File: src/rtl/fifo_ptr_ctrl.sv
// -----------------------------------------------------------------------------
// fifo_ptr_ctrl
//   Single-clock FIFO pointer controller. Owns the binary read/write pointers
//   (AW+1 bits, MSB is the wrap bit), drives the storage RAM addresses and
//   write strobe, and produces full/empty/almost flags, occupancy count and
//   registered overflow/underflow pulses. Pointers are also exported
//   gray-coded so a later dual-clock synchroniser can reuse this controller.
//
// Ports
//   clk, rst          rising-edge clock, asynchronous active-high reset
//   wr_en, rd_en      producer / consumer requests
//   ram_we            RAM write strobe (write accepted this cycle)
//   wr_addr, rd_addr  RAM addresses (RAM has synchronous read)
//   rd_valid          RAM read data valid, one cycle after an accepted read
//   full, empty       no free entry / no stored entry
//   almost_full       count >= AF_LEVEL
//   almost_empty      count <= AE_LEVEL
//   count             occupancy 0..2**AW
//   wr_ptr_gray       gray-coded write pointer
//   rd_ptr_gray       gray-coded read pointer
//   overflow          one-cycle pulse: write requested while full
//   underflow         one-cycle pulse: read requested while empty
// -----------------------------------------------------------------------------
module fifo_ptr_ctrl #(
  parameter int AW       = 4,
  parameter int AF_LEVEL = 14,
  parameter int AE_LEVEL = 2
) (
  input  logic          clk,
  input  logic          rst,
  input  logic          wr_en,
  input  logic          rd_en,
  output logic          ram_we,
  output logic [AW-1:0] wr_addr,
  output logic [AW-1:0] rd_addr,
  output logic          rd_valid,
  output logic          full,
  output logic          empty,
  output logic          almost_full,
  output logic          almost_empty,
  output logic [AW:0]   count,
  output logic [AW:0]   wr_ptr_gray,
  output logic [AW:0]   rd_ptr_gray,
  output logic          overflow,
  output logic          underflow
);

  localparam logic [AW:0] AF_THRESH = (AW+1)'(AF_LEVEL);
  localparam logic [AW:0] AE_THRESH = (AW+1)'(AE_LEVEL);

  function automatic logic [AW:0] bin2gray(input logic [AW:0] b);
    return b ^ (b >> 1);
  endfunction

  logic [AW:0] wr_ptr_q, wr_ptr_d;
  logic [AW:0] rd_ptr_q, rd_ptr_d;
  logic        rd_valid_q;
  logic        overflow_q;
  logic        underflow_q;
  logic        wr_acc;
  logic        rd_acc;

  // Flags are derived from the registered pointers only, so an accepted
  // operation is reflected in full/empty/count on the following cycle.
  assign wr_ptr_gray = bin2gray(wr_ptr_q);
  assign rd_ptr_gray = bin2gray(rd_ptr_q);

  assign empty = (wr_ptr_gray == rd_ptr_gray);
  // In gray code, "one full lap apart" means the top two bits differ and
  // the remaining bits match.
  assign full  = (wr_ptr_gray == {~rd_ptr_gray[AW:AW-1], rd_ptr_gray[AW-2:0]});

  assign count        = wr_ptr_q - rd_ptr_q;
  assign almost_full  = (count >= AF_THRESH);
  assign almost_empty = (count <= AE_THRESH);

  // The strobe is suppressed while reset is held so a pending wr_en cannot
  // corrupt RAM during reset.
  assign wr_acc = wr_en & ~full & ~rst;
  assign rd_acc = rd_en & ~empty & ~rst;

  assign ram_we  = wr_acc;
  assign wr_addr = wr_ptr_q[AW-1:0];
  assign rd_addr = rd_ptr_q[AW-1:0];

  assign rd_valid  = rd_valid_q;
  assign overflow  = overflow_q;
  assign underflow = underflow_q;

  always_comb begin
    wr_ptr_d = wr_ptr_q + (AW+1)'(wr_acc);
    rd_ptr_d = rd_ptr_q + (AW+1)'(rd_acc);
  end

  // NOTE: sequential state uses non-blocking assignments so every register
  // samples the pre-edge values regardless of statement order.
  always_ff @(posedge clk or posedge rst) begin
    if (rst) begin
      wr_ptr_q    <= '0;
      rd_ptr_q    <= '0;
      rd_valid_q  <= 1'b0;
      overflow_q  <= 1'b0;
      underflow_q <= 1'b0;
    end else begin
      wr_ptr_q    <= wr_ptr_d;
      rd_ptr_q    <= rd_ptr_d;
      rd_valid_q  <= rd_acc;
      overflow_q  <= wr_en & full;
      underflow_q <= rd_en & empty;
    end
  end

endmodule

File: config.mk
export PLATFORM = sky130hd
export DESIGN_NAME = fifo_ptr_ctrl
export DESIGN_NICKNAME = d
export VERILOG_FILES = /design/src/rtl/fifo_ptr_ctrl.sv
export SDC_FILE = /design/constraint.sdc
export NUM_CORES = 1
export LEC_CHECK = 0
export CAP_MARGIN = 5
export CORE_MARGIN = 2
export CORE_UTILIZATION = 40
export DETAILED_ROUTE_END_ITERATION = 10
export DONT_BUFFER_PORTS = 1
export REMOVE_ABC_BUFFERS = 1
export SYNTH_ARGS = -nofsm -noshare
export SYNTH_HDL_FRONTEND = slang
export SYNTH_SLANG_ARGS = --single-unit
File: constraint.sdc
create_clock -name clk -period 3.4 [get_ports clk]
set_clock_uncertainty 0.2 [all_clocks]
set_input_delay 0.34 -clock clk [delete_from_list [all_inputs] [get_ports clk]]
set_output_delay 0.34 -clock clk [all_outputs]
set_load 0.005 [all_outputs]
==> impl_metrics.ini <==
[run_status]
outcome = completed

[worst_setup_path]
rr_worst_depth = 7
cp.arrival_ps = 2100
path_max_fanout = 4
cp-end-kind = output pin
crit_type = reg -> out
critPathLaunchType = register
required_ps = 2860

[yosys]
avgSynthCellArea_sq_um = 11.4
synthAdderAreaFrac_pct = 19.7
ys_seq_area_share_pct = 37.7
synthMuxAreaShare_pct = 0
yosys.area_share.simple_pct = 11.4
syn_area_sq_um = 863
synth_compound_area_share_pct = 7.83
synth_warnings = 0
post_synth_xor_area_fraction_pct = 19.9
ys_top_cells_by_area = dfrtp_1 (38%), ha_1 (17%), xnor2_1 (9.1%)
synth-seq-cells = 13
ys_types = 21
synth_top_family_by_area = XOR/XNOR gates
yosys.area.top_type_share_pct = 37.7
synth_top_area_cell = dfrtp_1
synth_cells = 76

[timing]
slew_headroom_pct = 63.9
max_freq_ghz = 0.378
fin_crit_sh_pct = 77.8
tightest_slew_ps = 541
fin_crit_ps = 2640
hold_viol_final = 0
tns_ps = 0
rsz0062_at_grt = no
final_max_slew_viol_count = 0
setup_viol = 0

[place]
io_buffers = 0
gp_congestion = 0.708
place_hpwl_mm = 1.34

[grt]
grt_pass1_vias = 603
grt-busiest-layer = met2
grt_use_total_pct = 15.4
grt_use_met2_pct = 26.5
overflow = 0
grt_use_met1_pct = 15.0
grt_use_met3_pct = 9.23
antenna_found_initial = 0
grt_pass1_wl_mm = 2.80
grt_start_max_net_pins = 16

[clock_network]
insertion_delay_ps = 280
numCtsBuffers = 3
cts_buffer_depth = 2
cts.sinks = 13
cts_tree = yes
htree_levels = 1
cts_root_buf = clkbuf_4
cts_resized = 0
clk_pin_slew_ps = 70

[drt]
dr.pass1.iters = 2
wl_per_cell_um = 15.4
drt_wl_total_mm = 1.67
drc = 0
ant_nets = 0
drt_iter0_markers = 1
via_per_inst = 5.31
via_count = 574

[flow_run]
timing.max_cap.violations = 0

[floorplan]
start_util_pct = 43.1
fp.coreArea_sq_um = 2000
pin_count = 35
rows = 16
die_x_um = 50.5
die_h_um = 50.5
die_area_sq_um = 2550

[cells_and_area]
multi_input_comb_area_sq_um = 508
final_common_cell = dfrtp_1
fin_nets = 99
fillers = 212
seq_area_sq_um = 325
areaGrowthSynthToFinish_pct = 8.12
final_util_pct = 46.6
drive_gt1_share_pct = 9.88
n_antenna_cell = 0
final_cell_mix = dfrtp_1 (13), ha_1 (12), xnor2_1 (9), inv_1 (8)

[worst_hold_path]
hold_path_depth = 1
hp-class = in -> reg
critical path, cell delays in order (launching register included):
cell     delay, ps
dfrtp_1        460
inv_1           90
ha_1           150
inv_1           50
fa_1           410
xor2_1         280
nand2_1         90
o32ai_1        300
logic make-up (layout without fill, tap and decap cells):
logic type,Yosys count,after routing
buf+inv,8,13
fa+ha+maj,13,13
compound gates,9,9
flops,13,13
xor+xnor,17,17
simple gates,16,16
per-layer routing:
metal	up-vias	wire length (um)	share of wire, %
li1	271	-	-
met1	278	622	37
met4	0	34	2.0
met3	5	153	9.2
met2	20	857	51
met5	-	0	0
worst paths after layout:
| check | slack [ps] | end | start |
|---|---|---|---|
| max in group asynchronous | 2300 | rd_valid | rst |
| hold / removal | 30 | rd_valid | rd_en |
| hold reg to reg | 400 | rd_ptr_q[2] | rd_ptr_q[2] |
| min in group asynchronous | 350 | overflow | rst |
| setup / recovery | 760 | almost_full | wr_ptr_q[0] |
| setup reg to reg | 760 | wr_ptr_q[2] | wr_ptr_q[1] |
repair_timing:
action | 4_1_cts | 5_1_grt
endpoints found under the hold margin | 13 | 0
hold buffers | 1 | 0
setup buffers | 0 | 0
final cells by class:
cell class | instances | area share [%]
multi-input combinational | 55 | 54.4
sequential | 13 | 34.9
tap | 27 | 3.62
inverter | 8 | 3.22
clock buffer | 4 | 2.82
timing repair buffer | 1 | 1.07
metrics by stage:
stage               hold WS [ps]  setup slack, ps  area, sq um  instances
detailed placement          98.9              763          897        103
floorplan                   33.5              938          863         76
finish                      25.0              756          933        108
CTS                         19.8              734          933        108
global placement            95.8              824          897        103
global route                8.96              617          933        108
sequential cells by signal, summed over array words and instances (netlist names):
signal     count
rd_valid       1
underflow      1
wr_ptr_q       5
rd_ptr_q       5
overflow       1
Yosys cell counts:
cell type and number:
xnor2_1 9, inv_1 8, nand3_1 2, and3_1 1, nor3_1 2, xor2_1 5, fa_1 1, and3b_1 1
o311a_1 2, ha_1 12, xor2_2 2, dfrtp_1 13, o221a_1 1, a21boi_0 1, nand2_1 5, xnor2_2 1
nor2_1 2, nor4b_2 2, a21oi_1 4, nand3b_1 1, o32ai_1 1
Power is not shown: default switching activity piles up to over one toggle a cycle in this logic, so the estimate is an artifact.
